==> config.mk <==
export PLATFORM = sky130hd
export DESIGN_NAME = simmem_wresp_delay_tracker
export DESIGN_NICKNAME = d
export VERILOG_FILES = /design/src/rtl/simmem_wresp_delay_tracker.sv
export SDC_FILE = /design/constraint.sdc
export NUM_CORES = 1
export LEC_CHECK = 0
export CAP_MARGIN = 0
export CORE_MARGIN = 3
export CORE_UTILIZATION = 55
export CTS_CLUSTER_SIZE = 8
export DETAILED_ROUTE_END_ITERATION = 8
export GPL_TIMING_DRIVEN = 0
export PLACE_DENSITY = 0.84
export SLEW_MARGIN = 30
export SYNTH_ARGS = -nofsm -noshare
export SYNTH_HDL_FRONTEND = slang
export SYNTH_SLANG_ARGS = --single-unit
==> constraint.sdc <==
create_clock -name clk_i -period 2.75 [get_ports clk_i]
set_input_delay 0.4125 -clock clk_i [delete_from_list [all_inputs] [get_ports clk_i]]
set_output_delay 0.4125 -clock clk_i [all_outputs]
set_load 0.02 [all_outputs]
==> src/rtl/simmem_wresp_delay_tracker.sv <==
// Holds (local_id, delay) pairs for their requested latency, then releases expired IDs one per cycle.
// Optional occupancy statistics ports are enabled by defining SIMMEM_WRESP_DELAY_TRACKER_STATS_EN.
module simmem_wresp_delay_tracker #(
    parameter int NumSlots   = 16,
    parameter int IdWidth    = 4,
    parameter int DelayWidth = 6
) (
    input  logic                      clk_i,
    input  logic                      rst_ni,
    input  logic [IdWidth-1:0]        local_id_i,
    input  logic [DelayWidth-1:0]     delay_i,
    input  logic                      in_valid_i,
    output logic                      in_ready_o,
    output logic [IdWidth-1:0]        release_id_o,
    output logic                      release_valid_o,
    input  logic                      release_ready_i
`ifdef SIMMEM_WRESP_DELAY_TRACKER_STATS_EN
    ,
    output logic [$clog2(NumSlots):0] occupancy_o,
    output logic [$clog2(NumSlots):0] max_occupancy_o
`endif
);

    localparam int IdxWidth = $clog2(NumSlots);

    logic [NumSlots-1:0]   occ_q, occ_d;
    logic [IdWidth-1:0]    id_q  [NumSlots];
    logic [IdWidth-1:0]    id_d  [NumSlots];
    logic [DelayWidth-1:0] cnt_q [NumSlots];
    logic [DelayWidth-1:0] cnt_d [NumSlots];

    logic [NumSlots-1:0]   expired;
    logic [IdxWidth-1:0]   free_idx;
    logic [IdxWidth-1:0]   rel_idx;
    logic                  accept;
    logic                  release_fire;

    // Scanning from the top down leaves the lowest matching index in each encoder.
    always_comb begin
        // NOTE: every always_comb output gets a default first so no latch is inferred.
        expired  = '0;
        free_idx = '0;
        rel_idx  = '0;
        for (int i = NumSlots - 1; i >= 0; i--) begin
            expired[i] = occ_q[i] && (cnt_q[i] == '0);
            if (!occ_q[i]) free_idx = IdxWidth'(i);
            if (occ_q[i] && (cnt_q[i] == '0)) rel_idx = IdxWidth'(i);
        end
    end

    // Ready looks at registered occupancy only, so a slot freed this cycle is reusable next cycle.
    assign in_ready_o      = ~&occ_q;
    assign release_valid_o = |expired;
    assign release_id_o    = release_valid_o ? id_q[rel_idx] : '0;
    assign accept          = in_valid_i && in_ready_o;
    assign release_fire    = release_valid_o && release_ready_i;

    always_comb begin
        occ_d = occ_q;
        id_d  = id_q;
        cnt_d = cnt_q;
        for (int i = 0; i < NumSlots; i++) begin
            if (occ_q[i] && (cnt_q[i] != '0)) cnt_d[i] = cnt_q[i] - 1'b1;
        end
        if (release_fire) occ_d[rel_idx] = 1'b0;
        // Accept only targets a slot free at cycle start, never the one being released.
        if (accept) begin
            occ_d[free_idx] = 1'b1;
            id_d[free_idx]  = local_id_i;
            cnt_d[free_idx] = delay_i;
        end
    end

    // NOTE: sequential state uses non-blocking assignments so all flops update together.
    always_ff @(posedge clk_i or negedge rst_ni) begin
        if (!rst_ni) begin
            occ_q <= '0;
            // NOTE: the slot array is small flop storage, so clearing it fully on reset is cheap and
            // keeps release_id_o deterministic; a RAM-backed store would reset only the occupied bits.
            for (int i = 0; i < NumSlots; i++) begin
                id_q[i]  <= '0;
                cnt_q[i] <= '0;
            end
        end else begin
            occ_q <= occ_d;
            id_q  <= id_d;
            cnt_q <= cnt_d;
        end
    end

`ifdef SIMMEM_WRESP_DELAY_TRACKER_STATS_EN
    localparam int CntWidth = IdxWidth + 1;

    logic [CntWidth-1:0] occupancy_q, occupancy_d;
    logic [CntWidth-1:0] max_occ_q, max_occ_d;

    // Occupancy never exceeds NumSlots, so the high-water mark saturates there on its own.
    always_comb begin
        occupancy_d = occupancy_q;
        if (accept && !release_fire) begin
            occupancy_d = occupancy_q + 1'b1;
        end else if (!accept && release_fire) begin
            occupancy_d = occupancy_q - 1'b1;
        end
        max_occ_d = (occupancy_d > max_occ_q) ? occupancy_d : max_occ_q;
    end

    always_ff @(posedge clk_i or negedge rst_ni) begin
        if (!rst_ni) begin
            occupancy_q <= '0;
            max_occ_q   <= '0;
        end else begin
            occupancy_q <= occupancy_d;
            max_occ_q   <= max_occ_d;
        end
    end

    assign occupancy_o     = occupancy_q;
    assign max_occupancy_o = max_occ_q;
`endif

endmodule

==> Word-level counts from Yosys, hierarchy flattened <==
Cells that the tools add are included.
{ "totals": {"mem_count": 0, "rom_bits": 0, "regBits": 176, "latch_bits": 0, "mem_bits_rw": 0} }
{ "classes": {"magnitude_cmp": 7, "muxes": 65, "n_addsub": 16, "n_mul": 0, "n_eq_ne": 0, "n_reduce_logical": 72, "n_div": 0, "shifts": 0, "bitwise": 5} }
{ "ops": {"columns": ["op", "n"], "rows": [
  ["$mux W4", 36],
  ["$mux W6", 17],
  ["$bwmux W96", 1],
  ["$logic_not A6 Y1", 16],
  ["$mux W96", 1],
  ["$reduce_bool A6 Y1", 16],
  ["$sub A6 B1 Y6 const B", 16],
  ["$bwmux W64", 1],
  ["$logic_and A1 B1 Y1", 37],
  ["$mux W16", 2],
  ["$demux W6 S4", 1],
  ["$and A16 B16 Y16", 1],
  ["$bmux W4 S4", 1],
  ["$demux W4 S4", 1],
  ["$not A16 Y16", 1],
  ["$or A16 B16 Y16", 1],
  ["$reduce_and A16 Y1", 1],
  ["$reduce_or A16 Y1", 1],
  ["$ge A5 B5 Y1 const B", 2],
  ["$lt A4 B5 Y1 const B", 2],
  ["$not A4 Y5", 2],
  ["$demux W1 S4", 2],
  ["$ge A4 B1 Y1 const B", 2],
  ["$lt A5 B1 Y1 const B", 1],
  ["other kinds (2)", 3]
]} }

==> Logic depth before layout (Yosys ltp) <==
Gate-level depths: netlist of the first run.
{ "depth": {"word_depth": 27, "depth_mapped": 12, "mapped_depth_nobuf": 11} }

==> Worst setup path after synthesis of the first run <==
No wires, ideal clock.
{ "synth_path": {"path_type": "flip-flop to output port", "from": "reg cnt_q[48] (netlist bit)", "to": "out release_id_o[1]", "arrival_ns": 2.662, "stages_incl_launch_ff": 13, "n_path_buf": 1, "required_time_ns": 2.338, "slack_ns": -0.324, "path_cell_list": "dfrtp_1 > inv_1 > ha_1 > nor3b_2 > and3_4 > nor3_2 > a211o_4 > o21ai_2 > nand2_4 > buf_12 > mux2i_1 > a22o_1 > nor4_2"} }
{ "synth_between": {"elab_chain_len": 15, "word_cells_on_any_way": 16, "cone_classes": "mux: 12; bitwise: 1; reduce/logical: 3"} }
{ "synth_lines": {"columns": ["item", "line_no", "rtl"], "rows": [
  ["start, declared", "29", "logic [DelayWidth-1:0] cnt_q [NumSlots];"],
  ["start signal, assigned", "87", "cnt_q <= cnt_d;"],
  ["$logic_not A6 Y1 (*)", "45, 47", null],
  ["$logic_and A1 B1 Y1 (*)", "45, 47", null],
  ["$mux W4 (8 in a row)", "47", "if (occ_q[i] && (cnt_q[i] == '0)) rel_idx = IdxWidth'(i);"],
  ["$not A4 Y5 (not written as such)", "54", "assign release_id_o = release_valid_o ? id_q[rel_idx] : '0;"],
  ["$bmux W4 S4", "54", null],
  ["$mux W4 (not written as such) (2 in a row)", "54", null],
  ["$mux W4 (*)", "54", null],
  ["end, declared", "14", "output logic [IdWidth-1:0] release_id_o,"]
]} }
Every way passes the cells marked *; elsewhere a longest branch is shown, timed or not. The select of a mux whose other input is x is not followed.

==> Worst setup path in the final report of the first run <==
{ "layout_path": {"from": "reg cnt_q[78] (netlist bit)", "to": "out release_id_o[3]"} }
{ "layout_between": {"elab_chain_len": 10, "word_cells_on_any_way": 11, "cone_classes": "mux: 7; bitwise: 1; reduce/logical: 3"} }
{ "layout_lines": {"columns": ["item", "line_no"], "rows": [
  ["$logic_not A6 Y1 (*)", "45, 47"],
  ["$logic_and A1 B1 Y1 (*)", "45, 47"],
  ["$mux W4 (3 in a row)", "47"],
  ["$not A4 Y5 (not written as such)", "54"],
  ["$bmux W4 S4", "54"],
  ["$mux W4 (not written as such) (2 in a row)", "54"],
  ["$mux W4 (*)", "54"]
]} }
Marked as above.

==> flow_summary.ini, run 1 <==
[synth]
seq_area_frac_synth = 0.4567
post-synth-top-count-cell = dfrtp_1
async_reset_ff_frac = 1.000
syn-instance-count = 997
synth_largest_type_area_fraction = 0.4567
ys_dominant_reg_cell = dfrtp_1
post_synth_main_area_contributors = dfrtp_1 (46%), mux2_2 (9.1%), nor2_1 (4.6%)
syn_avg_cell_area_um2 = 9.673
synth_enable_flop_cells = 0
mappedNetlistArea_um2 = 9644
synth_warnings = 0
syn_nets = 1032
post_synth_num_cell_types = 66
synth_top_cell_by_area = dfrtp_1
yosys_register_bits = 176
synth_top_cells_by_count = dfrtp_1 (176), nor2_1 (118), a21oi_1 (88)

[finish]
final_nets = 1104
drive_gt1_frac = 0.2348
n_antenna_cell = 0
area_growth_pct = 19.33

[detailed_routing]
route.detailed.drc = 0
first_drt_pass_iteration_count = 7
route.detailed.vias_per_inst = 6.240
drt_iter0_markers = 820
drt-wirelength-per-cell_um = 20.48
detailroute.via_count = 8124
antenna_violating_nets_post_route = 0
detail_route.wirelength_um = 26670

[power]
cellLeakagePower_nw = 4.953
fin_total_pwr_mw = 12.99
peakVddDrop_v = 0.0008011
pwr_density_cell_nw_per_um2 = 1128

[worst_setup_path]
crit_type = reg2out
reg2regPathDepth = 12
setup.reg_to_reg.worst_slack_ns = -0.08
path_max_fanout = 6
endpoint_kind = output port
required_time_of_the_worst_setup_path_ns = 2.34
r2r_end = occ_q[9]
crit_path_launch_type = register
critical_path.reg2reg.startpoint = cnt_q[66]
worst_ep_arrival_time_ns = 3.36

[cts]
number_of_buffers_inserted_during_clock_tree_synthesis = 17
clock_insertion_delay_worst_skew_ns = 0.45
cts_buffer_depth = 2
clkSlewWorstSetupHoldPaths_ns = 0.08
cts_tree = yes
cts.htree.levels = 4
clkSinkCount = 176
cts_root_buffer = clkbuf_16

[placement]
place.port_buffers = 15
pre_cts_ws_ns = -1.182
gpl.final_weighted_congestion = 0.9718
post-dp-hpwl_um = 16360

[die]
core_box_area_um2 = 16880
std_cell_rows = 47
start_util = 0.5714
floorplan.die_area_um2 = 19160
top_level_ports = 20
die_wd_um = 138.4
die_height_um = 138.4

[global_routing]
grt_max_degree = 66
first_global_vias = 7992
overflow = 0
grt_antenna_before_repair = 0
groute.usage.overall = 0.2603
grt_first_pass_wirelength_um = 40230

[outcome]
violated_checks = setup timing
run_status = complete, but fails checks

[worst_hold_path]
worst_hold_path_type = in2reg
hp-start = delay_i[0]
worstHoldEndpoint = cnt_q[0]
hold_path_depth = 3

[timing]
finalMaxSlewViolations = 0
finalHoldViolations = 0
tightest_slew_ns = 0.8380
fmax_ghz = 0.2651
post_layout_worst_setup_margin_ns = -1.022
slew-limit-headroom = 0.4413
unrepaired_setup_endpoints_after_global_routing = yes
final.setup_skew_ns = 0.01440
final.min_clock_period_ns = 3.772
timing.final.setup_violations = 15
final_min_period_over_clock_period = 1.372

[job]
number_of_max_capacitance_violations_reported = 0
==> final cells by class <==
class / instances / area [um^2]
clock buffer: 20 / 466.7
clock inverter: 12 / 121.4
sequential: 176 / 4404
multi-input combinational: 736 / 5285
tap: 220 / 275.3
inverter: 41 / 153.9
buffer: 39 / 211.5
fill: 1152 / 5369
timing repair buffer: 58 / 590.6
==> timing repair <==
item / 4_1_cts / 5_1_grt
hold endpoints to repair: 53 / 0
cloned: 2 / 0
setup buffers: 20 / 18
pin swaps: 25 / 11
gates resized for setup: 59 / 59
setup endpoints to repair: 18 / 99
hold buffers: 1 / 0
==> critical path, stage by stage (launching register included) <==
cell and delay (ns):
dfrtp_1 0.40, inv_1 0.11, ha_1 0.21, nor3b_2 0.36, nand3_2 0.31, nand4_1 0.23
nand2b_1 0.22, nor3b_2 0.10, and2b_2 0.25, a22o_1 0.26, nor4_4 0.26, buf_4 0.20
==> cells in the final DEF (no fill, tap or decap), types with 6 or more instances in the layout <==
cell type,instances
buf_6,7
inv_1,35
nand4_1,14
nor3_1,21
nand2b_1,6
nand2_1,80
mux2_2,78
dfrtp_1,176
a211o_1,13
a21oi_1,88
o21ai_0,30
ha_1,18
clkbuf_2,7
nor3b_2,6
clkbuf_1,22
xor2_1,35
o21ai_1,7
clkbuf_16,17
buf_4,36
or4_1,11
clkdlybuf4s50_1,8
mux2i_1,8
xnor2_1,42
nor2_1,117
and2_1,7
inv_2,6
and3_1,20
nand3_1,29
==> kinds of logic (layout without fill, tap and decap cells) <==
family,after synthesis,in the layout,synth area share
mux,87,87,0.1005
fa+ha+maj,21,21,0.02724
simple gates,371,371,0.1951
buf+inv,85,170,0.03788
flops,176,176,0.4567
xor+xnor,77,77,0.06993
compound gates,180,180,0.1126
==> sequential cells by signal, indices dropped and copies added, names as in the netlist <==
name / count
cnt_q: 96
id_q: 64
occ_q: 16
==> how the worst max path moves through the flow <==
stage	startpoint	endpoint	slack, ns	depth (start not counted)
finish	cnt_q[78]	release_id_o[3]	-1.02	11
global placement	rst_ni	id_q[55]	-5.94	1
floorplan	cnt_q[49]	release_id_o[1]	-0.20	12
CTS	cnt_q[60]	release_id_o[0]	-0.91	13
detailed placement	cnt_q[84]	release_id_o[1]	-1.18	11
global route	cnt_q[66]	release_id_o[3]	-1.18	11
==> routing by layer <==
metal / GRT usage / share of wire
met3: 0.06215 / 0.068
met5: 0 / 0
met1: 0.3317 / 0.40
met4: 0.09984 / 0.048
met2: 0.4327 / 0.49
==> stage by stage <==
stage               area (um^2)    util  instances  hold WS [ns]  setup TNS, ns
finish                    11510  0.6819       1302        0.4051         -4.785
global route              11510  0.6819       1302        0.4138         -7.426
CTS                       11150  0.6608       1289        0.3946         -3.784
detailed placement        10230  0.6061       1234        0.3696         -5.619
floorplan                  9744       -        997        0.1169        -0.6832
global placement          10170  0.6026       1232        0.4780       -1047.95
==> where the power goes <==
| part | internal, mW | switching (mW) | total [mW] |
|---|---|---|---|
| registers | 3.66 | 0.881 | 4.54 |
| clock network | 1.34 | 1.12 | 2.46 |
| logic | 2.73 | 3.25 | 5.98 |
No activity file was read; power rests on OpenSTA's default activity.
==> inputs of run 2 (changes only) <==
- PLACE_DENSITY: 0.84 -> 0.75
- REMOVE_ABC_BUFFERS: not set -> 1
- SLEW_MARGIN: 30 -> not set
==> flow_summary.ini, run 2 (synthesis results as in run 1) <==
[outcome]
run_status = complete, but fails checks
violated_checks = setup timing

[cts]
cts_buffer_depth = 2
number_of_buffers_inserted_during_clock_tree_synthesis = 17
clkSlewWorstSetupHoldPaths_ns = 0.07
cts_root_buffer = clkbuf_16
cts_tree = yes
clkSinkCount = 176
cts.htree.levels = 4
clock_insertion_delay_worst_skew_ns = 0.44

[worst_setup_path]
critical_path.slowest_cell = dfrtp_1
crit_path_launch_type = register
cp.buffers_inverters = 5
cp_cell_sequence = inv_2, ha_4, or3b_4, nor4b_4, buf_4, a211o_4, o21ai_4, buf_12, nand2_8, buf_6, o31ai_4, a211o_1, nor4_2, buf_2
required_time_of_the_worst_setup_path_ns = 2.34
crit_type = reg2out
endpoint_kind = output port
path_max_fanout = 7
cpLargestDelayFamily = simple AND/OR/NAND/NOR gates
worst_ep_arrival_time_ns = 3.26
timing.critical_path.slowest_cell_delay_ns = 0.39

[die]
top_level_ports = 20
core_box_area_um2 = 16880
start_util = 0.5714
die_wd_um = 138.4
die_height_um = 138.4
floorplan.die_area_um2 = 19160
std_cell_rows = 47

[finish]
area_growth_pct = 16.96
layout.filler_cells = 1264
max_flop_register = cnt_q
layout.cells.most_common = dfrtp_1
n_antenna_cell = 0
final_design_area_no_fill_um2 = 11280
final_cell_mix = dfrtp_1 (174), nor2_1 (117), a21oi_1 (88)
final_nets = 1072
max_ffs_per_register = 96
largest_registers = cnt_q x96, id_q x64, occ_q x16
drive_gt1_frac = 0.2190

[timing]
timing.final.setup_violations = 20
unrepaired_setup_endpoints_after_global_routing = yes
finalMaxSlewViolations = 0
final_min_period_over_clock_period = 1.337
finalHoldViolations = 0
tightest_slew_ns = 1.145
final.min_clock_period_ns = 3.676
final.setup_skew_ns = 0.01106
post_layout_worst_setup_margin_ns = -0.9261
fmax_ghz = 0.2720
slew-limit-headroom = 0.2348

[job]
number_of_max_capacitance_violations_reported = 0

[worst_hold_path]
worst_hold_path_type = reg2reg

[global_routing]
overflow = 0
grt_max_degree = 112
first_global_vias = 7203
groute.usage.overall = 0.2389
grt_first_pass_wirelength_um = 36940
grt_antenna_before_repair = 0

[placement]
place.port_buffers = 19
post-dp-hpwl_um = 14410
gpl.final_weighted_congestion = 0.9483
dpl_cell_area_um2 = 9931

[detailed_routing]
antenna_violating_nets_post_route = 0
detailroute.via_count = 7475
drt-wirelength-per-cell_um = 18.50
detail_route.wirelength_um = 23490
first_drt_pass_iteration_count = 5
route.detailed.vias_per_inst = 5.886
drt_iter0_markers = 570
route.detailed.drc = 0

[power]
cellLeakagePower_nw = 4.876
fin_total_pwr_mw = 12.25
pwr_density_cell_nw_per_um2 = 1086
peakVddDrop_v = 0.0007663
## run 2: changes by cell type in the layout (fill, tap and decap cells not counted), moves of 5 or more
cell	delta
clkbuf_2	-7
nand3_2	+5
clkbuf_1	-21
o21ai_0	+7
clkdlybuf4s50_1	+5
## run 2: path summary, 6_finish.rpt
| check | cells after the start | start | slack [ns] | end |
|---|---|---|---|---|
| min | 1 | id_q[8] | 0.50 | id_q[8] |
| min reg2reg | 1 | id_q[8] | 0.50 | id_q[8] |
| min in group asynchronous | 2 | rst_ni | 0.51 | cnt_q[72] |
| max | 14 | cnt_q[55] | -0.93 | release_id_o[2] |
| max in group asynchronous | 3 | rst_ni | 1.33 | occ_q[5] |
| max reg2reg | 8 | occ_q[14] | -0.15 | id_q[21] |
## run 2: repair_timing
action | 4_1_cts | 5_1_grt
setup buffers | 31 | 10
pin swaps | 22 | 15
endpoints found under the hold margin | 65 | 0
gates cloned | 2 | 1
resized for setup | 68 | 33
hold buffers | 1 | 0
endpoints found under the setup margin | 33 | 110
## run 2: where the power goes
group | internal (mW) | switching [mW]
clock network | 1.35 | 1.09
registers | 3.66 | 0.901
logic | 2.52 | 2.73
## run 2: area by class of cell
type | instances | area [um^2] | area share
Multi-Input combinational cell | 738 | 5218 | 0.4626
Sequential cell | 176 | 4407 | 0.3907
Timing Repair Buffer | 63 | 635.6 | 0.05635
Clock buffer | 21 | 470.5 | 0.04171
Tap cell | 220 | 275.3 | 0.02440
Inverter | 41 | 153.9 | 0.01364
Clock inverter | 11 | 120.1 | 0.01065
## run 2: layer usage
layer | vias up | part of all wire | track usage
li1 | 3556 | - | -
met4 | 0 | 0.020 | 0.06812
met1 | 3662 | 0.44 | 0.3248
met5 | - | 0 | 0
met2 | 212 | 0.48 | 0.3903
met3 | 45 | 0.058 | 0.05110
## run 2: worst reg2reg max path, cell delays in order, from the launching register on
cell,delay (ns)
dfrtp_1,0.45
nor2b_1,0.15
o21ai_0,0.16
a21boi_0,0.11
o21ai_1,0.15
a31oi_1,0.15
o21ai_1,0.62
nand3_2,0.54
mux2_2,0.45
## run 2: through the flow
| step | utilization | setup WS [ns] | instances | setup TNS [ns] | hold WS [ns] |
|---|---|---|---|---|---|
| after floorplan | - | -0.3034 | 953 | -1.023 | 0.1169 |
| after global placement | 0.5865 | -6.103 | 1192 | -1079.09 | 0.4805 |
| after detailed placement | 0.5884 | -1.395 | 1193 | -8.642 | 0.3999 |
| after CTS | 0.6522 | -0.9303 | 1259 | -3.998 | 0.5011 |
| after global routing | 0.6683 | -1.039 | 1270 | -12.17 | 0.5157 |
| final | 0.6683 | -0.9261 | 1270 | -5.774 | 0.5007 |
